--- src/rtl/knn_acc_core_multi_if.sv ---
// Handshake/bus bundle between the KNN accelerator core, its input buffer and the PE array.
// The core takes the slave view; the environment driving it takes the master view.
interface knn_acc_core_multi_if #(
  parameter int NUM_PE   = 4,
  parameter int SAMPLE_W = 32,
  parameter int ADDR_W   = 8,
  parameter int LINE_W   = 9,
  parameter int CNT_W    = 11
);
  logic                       start;
  logic                       abort;
  logic                       early_stop_en;
  logic [CNT_W-1:0]           threshold;
  logic [LINE_W-1:0]          num_lines;
  logic                       buf_rd_en;
  logic [ADDR_W-1:0]          buf_addr;
  logic [NUM_PE*SAMPLE_W-1:0] buf_rdata;
  logic [NUM_PE*SAMPLE_W-1:0] pe_sample_data;
  logic                       pe_classify_en;
  logic [NUM_PE-1:0]          pe_done;
  logic [NUM_PE-1:0]          pe_class;
  logic [CNT_W-1:0]           stress_count;
  logic                       busy;
  logic                       knn_done;
  logic                       knn_classification;
  logic                       timeout_err;

  modport slave (
    input  start, abort, early_stop_en, threshold, num_lines, buf_rdata, pe_done, pe_class,
    output buf_rd_en, buf_addr, pe_sample_data, pe_classify_en, stress_count, busy,
           knn_done, knn_classification, timeout_err
  );

  modport master (
    output start, abort, early_stop_en, threshold, num_lines, buf_rdata, pe_done, pe_class,
    input  buf_rd_en, buf_addr, pe_sample_data, pe_classify_en, stress_count, busy,
           knn_done, knn_classification, timeout_err
  );
endinterface

--- src/rtl/knn_acc_core_multi.sv ---
// KNN accelerator core controller: streams buffer lines to NUM_PE PEs, collects per-lane votes
// into a saturating stress count and issues a thresholded decision, with watchdog and abort.
module knn_acc_core_multi #(
  parameter int NUM_PE    = 4,
  parameter int SAMPLE_W  = 32,
  parameter int ADDR_W    = 8,
  parameter int BASE_ADDR = 1,
  parameter int LINE_W    = 9,
  parameter int CNT_W     = 11,
  parameter int TIMEOUT   = 1024
) (
  input  logic                    clk_i,
  input  logic                    rst_i,
  knn_acc_core_multi_if.slave     bus
);

  localparam int PC_W = $clog2(NUM_PE + 1);
  localparam int WD_W = $clog2(TIMEOUT + 1);

  typedef enum logic [2:0] {
    S_IDLE     = 3'd0,
    S_FETCH    = 3'd1,
    S_WAIT     = 3'd2,
    S_CLASSIFY = 3'd3,
    S_DONE     = 3'd4
  } state_e;

  state_e                     state_q;
  logic [LINE_W-1:0]          line_idx_q;
  logic [CNT_W-1:0]           count_q;
  logic [NUM_PE-1:0]          done_mask_q;
  logic [WD_W-1:0]            wdog_q;
  logic                       rd_en_q;
  logic [ADDR_W-1:0]          addr_q;
  logic [NUM_PE*SAMPLE_W-1:0] sample_q;
  logic                       classify_en_q;
  logic                       busy_q;
  logic                       done_q;
  logic                       class_q;
  logic                       timeout_q;

  logic [NUM_PE-1:0]          new_done_d;
  logic [NUM_PE-1:0]          mask_d;
  logic [CNT_W-1:0]           count_d;
  logic                       line_full_d;
  logic [LINE_W:0]            eff_lines_d;
  logic                       last_line_d;
  logic                       early_hit_d;
  logic [WD_W-1:0]            wdog_d;
  logic [ADDR_W-1:0]          next_addr_d;

  function automatic logic [PC_W-1:0] popcount(input logic [NUM_PE-1:0] v);
    logic [PC_W-1:0] c;
    c = '0;
    for (int i = 0; i < NUM_PE; i++) begin
      c = c + PC_W'(v[i]);
    end
    return c;
  endfunction

  function automatic logic [CNT_W-1:0] sat_add(input logic [CNT_W-1:0] a, input logic [PC_W-1:0] b);
    logic [CNT_W:0] s;
    s = {1'b0, a} + (CNT_W + 1)'(b);
    return s[CNT_W] ? {CNT_W{1'b1}} : s[CNT_W-1:0];
  endfunction

  // Only first done per lane per line counts; a num_lines of zero selects the maximum run length.
  always_comb begin
    new_done_d  = bus.pe_done & ~done_mask_q;
    mask_d      = done_mask_q | new_done_d;
    count_d     = sat_add(count_q, popcount(new_done_d & bus.pe_class));
    line_full_d = &mask_d;
    eff_lines_d = (bus.num_lines == '0) ? {1'b0, {LINE_W{1'b1}}} : {1'b0, bus.num_lines};
    last_line_d = (({1'b0, line_idx_q}) + {{LINE_W{1'b0}}, 1'b1}) == eff_lines_d;
    early_hit_d = bus.early_stop_en && (count_d >= bus.threshold);
    wdog_d      = wdog_q + WD_W'(1);
    next_addr_d = ADDR_W'(BASE_ADDR) + ADDR_W'(line_idx_q + LINE_W'(1));
  end

  // Controller FSM with all outputs registered; abort overrides every other event.
  always_ff @(posedge clk_i or posedge rst_i) begin
    if (rst_i) begin
      state_q       <= S_IDLE;
      line_idx_q    <= '0;
      count_q       <= '0;
      done_mask_q   <= '0;
      wdog_q        <= '0;
      rd_en_q       <= 1'b0;
      addr_q        <= '0;
      sample_q      <= '0;
      classify_en_q <= 1'b0;
      busy_q        <= 1'b0;
      done_q        <= 1'b0;
      class_q       <= 1'b0;
      timeout_q     <= 1'b0;
    end else begin
      rd_en_q       <= 1'b0;
      classify_en_q <= 1'b0;
      if (bus.abort) begin
        state_q     <= S_IDLE;
        line_idx_q  <= '0;
        count_q     <= '0;
        done_mask_q <= '0;
        wdog_q      <= '0;
        busy_q      <= 1'b0;
        done_q      <= 1'b0;
        class_q     <= 1'b0;
      end else begin
        case (state_q)
          S_IDLE, S_DONE: begin
            if (bus.start) begin
              state_q     <= S_FETCH;
              line_idx_q  <= '0;
              count_q     <= '0;
              done_mask_q <= '0;
              wdog_q      <= '0;
              rd_en_q     <= 1'b1;
              addr_q      <= ADDR_W'(BASE_ADDR);
              busy_q      <= 1'b1;
              done_q      <= 1'b0;
              class_q     <= 1'b0;
              timeout_q   <= 1'b0;
            end
          end
          S_FETCH: begin
            state_q <= S_WAIT;
          end
          S_WAIT: begin
            state_q       <= S_CLASSIFY;
            sample_q      <= bus.buf_rdata;
            classify_en_q <= 1'b1;
            wdog_q        <= '0;
          end
          S_CLASSIFY: begin
            count_q <= count_d;
            // A line completing in the watchdog's last cycle is treated as a normal completion.
            if (line_full_d) begin
              done_mask_q <= '0;
              line_idx_q  <= line_idx_q + LINE_W'(1);
              if (last_line_d || early_hit_d) begin
                state_q <= S_DONE;
                busy_q  <= 1'b0;
                done_q  <= 1'b1;
                class_q <= (count_d >= bus.threshold);
              end else begin
                state_q <= S_FETCH;
                rd_en_q <= 1'b1;
                addr_q  <= next_addr_d;
              end
            end else if (wdog_d == WD_W'(TIMEOUT)) begin
              state_q     <= S_DONE;
              done_mask_q <= mask_d;
              busy_q      <= 1'b0;
              done_q      <= 1'b1;
              class_q     <= (count_d >= bus.threshold);
              timeout_q   <= 1'b1;
            end else begin
              done_mask_q <= mask_d;
              wdog_q      <= wdog_d;
            end
          end
          default: begin
            state_q <= S_IDLE;
            busy_q  <= 1'b0;
          end
        endcase
      end
    end
  end

  assign bus.buf_rd_en          = rd_en_q;
  assign bus.buf_addr           = addr_q;
  assign bus.pe_sample_data     = sample_q;
  assign bus.pe_classify_en     = classify_en_q;
  assign bus.stress_count       = count_q;
  assign bus.busy               = busy_q;
  assign bus.knn_done           = done_q;
  assign bus.knn_classification = class_q;
  assign bus.timeout_err        = timeout_q;

endmodule
--- src/flat_wrapper.sv ---
// flat-port wrapper written by rule: the top's interface ports become plain ports
module knn_acc_core_multi_flat 
#(
  parameter int NUM_PE    = 4,
  parameter int SAMPLE_W  = 32,
  parameter int ADDR_W    = 8,
  parameter int BASE_ADDR = 1,
  parameter int LINE_W    = 9,
  parameter int CNT_W     = 11,
  parameter int TIMEOUT   = 1024
)
  (clk_i, rst_i, bus_start, bus_abort, bus_early_stop_en, bus_threshold, bus_num_lines, bus_buf_rdata, bus_pe_done, bus_pe_class, bus_buf_rd_en, bus_buf_addr, bus_pe_sample_data, bus_pe_classify_en, bus_stress_count, bus_busy, bus_knn_done, bus_knn_classification, bus_timeout_err);
  knn_acc_core_multi_if #(.NUM_PE(NUM_PE), .SAMPLE_W(SAMPLE_W), .ADDR_W(ADDR_W), .LINE_W(LINE_W), .CNT_W(CNT_W)) bus_i ();
  input  logic clk_i;
  input  logic rst_i;
  input wire logic [$bits(bus_i.start)-1:0] bus_start;
  input wire logic [$bits(bus_i.abort)-1:0] bus_abort;
  input wire logic [$bits(bus_i.early_stop_en)-1:0] bus_early_stop_en;
  input wire logic [$bits(bus_i.threshold)-1:0] bus_threshold;
  input wire logic [$bits(bus_i.num_lines)-1:0] bus_num_lines;
  input wire logic [$bits(bus_i.buf_rdata)-1:0] bus_buf_rdata;
  input wire logic [$bits(bus_i.pe_done)-1:0] bus_pe_done;
  input wire logic [$bits(bus_i.pe_class)-1:0] bus_pe_class;
  output wire logic [$bits(bus_i.buf_rd_en)-1:0] bus_buf_rd_en;
  output wire logic [$bits(bus_i.buf_addr)-1:0] bus_buf_addr;
  output wire logic [$bits(bus_i.pe_sample_data)-1:0] bus_pe_sample_data;
  output wire logic [$bits(bus_i.pe_classify_en)-1:0] bus_pe_classify_en;
  output wire logic [$bits(bus_i.stress_count)-1:0] bus_stress_count;
  output wire logic [$bits(bus_i.busy)-1:0] bus_busy;
  output wire logic [$bits(bus_i.knn_done)-1:0] bus_knn_done;
  output wire logic [$bits(bus_i.knn_classification)-1:0] bus_knn_classification;
  output wire logic [$bits(bus_i.timeout_err)-1:0] bus_timeout_err;
  assign bus_i.start = bus_start;
  assign bus_i.abort = bus_abort;
  assign bus_i.early_stop_en = bus_early_stop_en;
  assign bus_i.threshold = bus_threshold;
  assign bus_i.num_lines = bus_num_lines;
  assign bus_i.buf_rdata = bus_buf_rdata;
  assign bus_i.pe_done = bus_pe_done;
  assign bus_i.pe_class = bus_pe_class;
  assign bus_buf_rd_en = bus_i.buf_rd_en;
  assign bus_buf_addr = bus_i.buf_addr;
  assign bus_pe_sample_data = bus_i.pe_sample_data;
  assign bus_pe_classify_en = bus_i.pe_classify_en;
  assign bus_stress_count = bus_i.stress_count;
  assign bus_busy = bus_i.busy;
  assign bus_knn_done = bus_i.knn_done;
  assign bus_knn_classification = bus_i.knn_classification;
  assign bus_timeout_err = bus_i.timeout_err;
  knn_acc_core_multi #(.NUM_PE(NUM_PE), .SAMPLE_W(SAMPLE_W), .ADDR_W(ADDR_W), .BASE_ADDR(BASE_ADDR), .LINE_W(LINE_W), .CNT_W(CNT_W), .TIMEOUT(TIMEOUT)) u_core (.clk_i(clk_i), .rst_i(rst_i), .bus(bus_i));
endmodule
--- config.mk ---
export PLATFORM = sky130hd
export DESIGN_NAME = knn_acc_core_multi_flat
export DESIGN_NICKNAME = d
export VERILOG_FILES = /design/src/rtl/knn_acc_core_multi_if.sv /design/src/rtl/knn_acc_core_multi.sv /design/src/flat_wrapper.sv
export SDC_FILE = /design/constraint.sdc
export NUM_CORES = 1
export LEC_CHECK = 0
export CORE_ASPECT_RATIO = 0.5
export CORE_UTILIZATION = 41
export DETAILED_ROUTE_END_ITERATION = 16
export GPL_TIMING_DRIVEN = 0
export PLACE_DENSITY = 0.78
export SYNTH_ARGS = -nofsm -noshare
export SYNTH_HDL_FRONTEND = slang
export SYNTH_SLANG_ARGS = --single-unit
--- constraint.sdc ---
create_clock -name clk_i -period 5.97 [get_ports clk_i]
set_input_delay 0.8955 -clock clk_i [delete_from_list [all_inputs] [get_ports clk_i]]
set_output_delay 0.8955 -clock clk_i [all_outputs]
set_load 0.1 [all_outputs]
Yosys cells after proc, flatten, opt, wreduce, memory -nomap -nowiden
Index checks and enable logic that the tools add are counted.
Storage, ports and cells
  bits in registers: 180
  bits of input ports: 161
  output and inout port bits: 153
Operators by class
  add/subtract/negate cells: 8
  order comparisons: 1
  eq/ne operators: 18
  muxes and demuxes: 53
  bitwise logic cells: 5
  reductions and logical operators: 19
Operators by type and width (number)
  two-way mux 11 bit: 6
  two-way mux 9 bit: 4
  case mux 11 bit (3 select lines): 1
  two-way mux 8 bit: 3
  case mux 11 bit (2 select lines): 1
  two-way mux 1 bit: 21
  case mux 9 bit (2 select lines): 1
  case mux 8 bit (2 select lines): 1
  AND reduction 4 bit: 4
  two-way mux 3 bit: 5
  adder 11 x 3 -> 12 bit: 1
  two-way mux 4 bit: 3
  case mux 3 bit (4 select lines): 1
  adder 11 x 1 -> 11 bit, second input constant: 1
  == test 11 bit, second input constant: 1
  >= comparator 11 bit: 1
  adder 9 x 1 -> 10 bit, second input constant: 1
  == test 10 bit: 1
  AND reduction 5 bit: 2
  adder 9 x 1 -> 9 bit, second input constant: 1
  logical NOT 9 bit: 1
  != test 3 bit, second input constant: 3
  adder 1 x 8 -> 8 bit, first input constant: 1
  AND 4 bit: 2
  25 further kinds: 37

Depth between registers and ports, before layout
  depth in word-level cells: 15
  gate-level depth with buffers: 25
  mapped depth without buffers: 23

Worst setup path after synthesis
OpenSTA, ideal clock, no wires.
  path type: input -> register
  start: input port bus_pe_class[0]
  end: register u_core.addr_q[0] (netlist: u_core.bus.buf_addr[0])
  setup time: 128 ps
  arrival time: 5164 ps
  data required time: 5842 ps
  setup slack: 678 ps
  stages: 24
  path through: nand2_1 nor2_1 ha_1 fa_1 ha_1 inv_1 fa_1 nor2b_1 o21a_1 and3_1 clkbuf_1 and3_1 and3_1 nand3_1 o21a_1 ha_1 a211oi_1 nand2b_1 a221oi_1 nor3b_1 nor2_1 o21ai_4 nand2_2 mux2_1
Between the ends
  word-level cells in the longest chain between the ends: 11
RTL lines
  from (decl): line flat_wrapper.sv:23  | input wire logic [$bits(bus_i.pe_class)-1:0] bus_pe_class;
  AND 4 bit: line knn_acc_core_multi.sv:71  | count_d = sat_add(count_q, popcount(new_done_d & bus.pe_class));
  adder 1 x 1 -> 2 bit: line knn_acc_core_multi.sv:56  | c = c + PC_W'(v[i]);
  adder 3 x 1 -> 3 bit (2 in series): line knn_acc_core_multi.sv:56
  adder 11 x 3 -> 12 bit: line knn_acc_core_multi.sv:63  | s = {1'b0, a} + (CNT_W + 1)'(b);
  two-way mux 11 bit: line knn_acc_core_multi.sv:64  | return s[CNT_W] ? {CNT_W{1'b1}} : s[CNT_W-1:0];
  >= comparator 11 bit: line knn_acc_core_multi.sv:75  | early_hit_d = bus.early_stop_en && (count_d >= bus.threshold);
  logical AND 1 bit: line knn_acc_core_multi.sv:75
  logical OR 1 bit: line knn_acc_core_multi.sv:140  | if (last_line_d || early_hit_d) begin
  != test 2 bit (no source line)
  AND reduction 5 bit (no source line)
  to (signal assigned): line knn_acc_core_multi.sv:118  | addr_q <= ADDR_W'(BASE_ADDR);
  to (signal assigned): line knn_acc_core_multi.sv:148  | addr_q <= next_addr_d;
  to (decl): line knn_acc_core_multi.sv:34  | logic [ADDR_W-1:0] addr_q;
No other way between the ends.
A chain may end at the register's enable or synchronous reset.

Final worst setup path
  start: input port bus_pe_done[1]
  end: register u_core.addr_q[0] (netlist: u_core.bus.buf_addr[0])
Between the ends
  word-level cells in the longest chain between the ends: 12
RTL lines
  from (decl): line flat_wrapper.sv:22  | input wire logic [$bits(bus_i.pe_done)-1:0] bus_pe_done;
  AND 4 bit *: line knn_acc_core_multi.sv:69  | new_done_d = bus.pe_done & ~done_mask_q;
  AND 4 bit: line knn_acc_core_multi.sv:71
  adder 1 x 1 -> 2 bit: line knn_acc_core_multi.sv:56
  adder 3 x 1 -> 3 bit (2 in series): line knn_acc_core_multi.sv:56
  adder 11 x 3 -> 12 bit: line knn_acc_core_multi.sv:63
  two-way mux 11 bit: line knn_acc_core_multi.sv:64
  >= comparator 11 bit: line knn_acc_core_multi.sv:75
  logical AND 1 bit: line knn_acc_core_multi.sv:75
  logical OR 1 bit: line knn_acc_core_multi.sv:140
  != test 2 bit (no source line)
  AND reduction 5 bit (no source line) *
Every way passes the cells marked *; elsewhere a longest branch is shown, timed or not.

==> metrics.txt <==
status finished, final reports clean; critical path data arrival time ~6000 ps; Crit Path Category in -> reg; Synth area leader dfrtp_1; CP Launch Point bus_pe_done[1]; port buffer count about 310; Fillers about 1600; Die Height between 100 and 150 um; Async SR Flop Fraction 100%; Slew headroom 29.9%; Final Wtd Congestion around 0.84; WL final between 20000 and 25000 um; clock sinks 180; proportion of layout cells with a drive suffix above 1 19.2%; iteration-0 DRC count of the detailed router 347; via count between 6000 and 7000; worst slew pin tran 1050 ps; busiest layer in global routing met2; Post-DP Area ~12000 um2; first-pass GRT wire length 36500 um; first drt pass iteration count 5; top cells by area, synth dfrtp_1 53%, mux2_2 17%, ha_1 3.1%; RSZ-0062 raised after global routing no; Tightest Hold Check Type reg -> reg; hpwl dp roughly 18000 um; synthesized area per cell 11.9 um2; Req. time, crit path roughly 6300 ps; CTS tree built; Post-synth EDFFs 0; commonest non-fill, non-tap cells in the layout 313 x clkdlybuf4s50_1, 180 x dfrtp_1, 129 x mux2_2; CTS Buf Count 17; register area share after synthesis about 53%; Initial Util 42.7%; CP Cell Sequence clkdlybuf4s50_1 -> nand2_1 -> nor2_1 -> ha_1 -> fa_1 -> ha_1 -> inv_1 -> fa_1 -> nor2b_2 -> o21a_1 -> and3_2 -> and3_1 -> and3_1 -> nand3_1 -> o21a_1 -> ha_1 -> a211oi_1 -> nand2b_1 -> a221oi_2 -> nor3b_1 -> nor2_1 -> o21ai_4 -> nand2_2 -> mux2_1; f_max ~180 MHz; Mapped Cells between 700 and 800; P&R area growth vs syn 48.5%; ANT nets after route 0; Clock Tree Root clkbuf_16; largest net degree at the start of global routing 95; Boundary Pins 314; syn nets 892; Routed WL per cell 17.5 um; CP Capture Type flop; post-synthesis register bit count 180; Tcrit/Tclk final between 90 and 100%; grt total ovfl 0; Core ar. 19800 um2; slowest stage delay, CP just over 500 ps; number of max-cap violations 0; vias in the first global route 6878; final setup fails 0; GR Util met3 under 10%; H-tree Lvls 4; Die ar. roughly 21000 um2; top cell type's share of synthesized area 53.3%; Synth Warn # 0; Clock Skew approximately 11 ps; Startpoint Class input port; crit path time final 5650 ps; Total GRT Usage 22.1%; Ant. Diodes 0; clk buf depth 2; Reg2Reg Setup Slack 940 ps; fin nets about 1200; M1 GR Usage between 20 and 30%; post-route DRC violation count 0; final instance area around 13000 um2; Crit Path Max Fanout 8; post-DR vias/cell 5.16; post-synthesis cell area 8460 um2; met2 usage between 30% and 40%; cell mode on critical path ha_1; slowest CP cell clkdlybuf4s50_1; commonest non-fill, non-tap cell in the layout clkdlybuf4s50_1; r2r startpoint u_core.done_mask_q[1]$_DFFE_PP0P_; DIE WIDTH between 200 and 250 um; initial antenna violation count 0; Most used DFF post-synth dfrtp_1; final hold viol count 0; clock-pin slew on the worst setup and hold paths ~60 ps; worst-skew pair later-pin latency roughly 430 ps; max-slew violation count 0; Hold Crit Start u_core.bus.buf_addr[0]$_DFFE_PP0P_; hold_buf cts 0; number of unique standard cell types used by synthesis 74; row cnt 36
-- final cells by class --
cell class	count	area (um2)	share of cell area, %
clock inverter	13	124	0.986
inverter	24	97.6	0.777
clock buffer	19	443	3.53
tap	266	333	2.65
sequential	180	4500	35.9
buffer	31	144	1.15
timing repair buffer	314	3160	25.2
multi-input combinational	472	3750	29.9
-- synth_stat cells (2+ instances only) --
master and number:
and3b_1 2, o32ai_1 2, nor3_1 8, o21ai_1 3
xor2_1 9, o41ai_1 3, nand3_1 20, nor2_1 41
mux2_2 129, ha_1 21, and4_1 2, or3b_2 2
or3_1 2, clkbuf_1 20, xnor2_1 14, dfrtp_1 180
a22o_1 10, o21a_1 5, a21oi_1 20, and3_1 9
o22ai_1 6, buf_1 2, o31ai_1 8, or2_2 2
a211oi_1 3, nor4_2 2, inv_1 24, fa_1 2
nand2b_1 3, nand3b_1 3, buf_2 8, mux2i_1 2
nor2b_1 3, a31oi_1 6, nand2_1 45, a32o_1 2
nand4_1 4, o21ai_0 45
-- sequential cells by signal, summed over array words and instances, names as in the netlist --
register and count:
u_core.bus.knn_classification 1, u_core.bus.pe_classify_en 1, u_core.bus.knn_done 1, u_core.bus.stress_count 11, u_core.bus.timeout_err 1, u_core.wdog_q 11
u_core.bus.buf_rd_en 1, u_core.done_mask_q 4, u_core.bus.busy 1, u_core.bus.pe_sample_data 128, u_core.line_idx_q 9, u_core.bus.buf_addr 8
u_core.state_q 3
-- metal layers --
metal / vias up / wire (um)
met4: 0 / 361
met1: 3409 / 9640
met3: 24 / 1030
li1: 3216 / -
met5: - / 0
met2: 162 / 12100
-- metrics by stage --
stage	setup TNS (ps)	utilization, %	hold slack, ps	cells	worst slack [ps]
after floorplan	0	-	468	708	188
after global placement	-381050	60.2	476	1287	-2120
after detailed placement	-3620	60.3	490	1288	-376
after CTS	0	63.2	504	1320	72.2
after global routing	0	63.4	523	1319	26.2
final	0	63.4	498	1319	322
-- path summary, 6_finish.rpt --
check                                                       to  depth (start not counted)
setup / recovery            u_core.bus.buf_addr[0]$_DFFE_PP0P_                         24
hold / removal              u_core.bus.buf_addr[0]$_DFFE_PP0P_                          1
setup reg to reg            u_core.bus.buf_addr[0]$_DFFE_PP0P_                         22
hold reg to reg             u_core.bus.buf_addr[0]$_DFFE_PP0P_                          1
max in group asynchronous        u_core.state_q[0]$_DFFE_PP0P_                          3
min in group asynchronous  u_core.bus.pe_classify_en$_DFF_PP0_                          2
-- critical path, delay by kind of cell --
family                     cells  cell delay, ps
AOI/OAI and AO/OA              5             980
adders and majority gates      5            1580
buffers and inverters          2             570
muxes                          1             310
and+or+nand+nor               11            1620
-- timing repair --
action	CTS	global route
endpoints found under the setup margin	0	13
resized for setup	0	12
buffers inserted	0	0
endpoints found under the hold margin	0	0
-- logic make-up after synthesis --
logic type / after synthesis / share of synthesized area, %
flip-flops: 180 / 53.3
AND/OR/NAND/NOR: 163 / 10.2
multiplexers: 132 / 17.5
AO/OA/AOI/OAI: 130 / 10.2
buffers and inverters: 56 / 2.74
adder cells (fa/ha/maj): 24 / 3.70
XOR/XNOR: 23 / 2.38
Power is left out: the tool's default activity adds up to more than one toggle a clock period on the data nets, which glitch-free logic cannot reach.
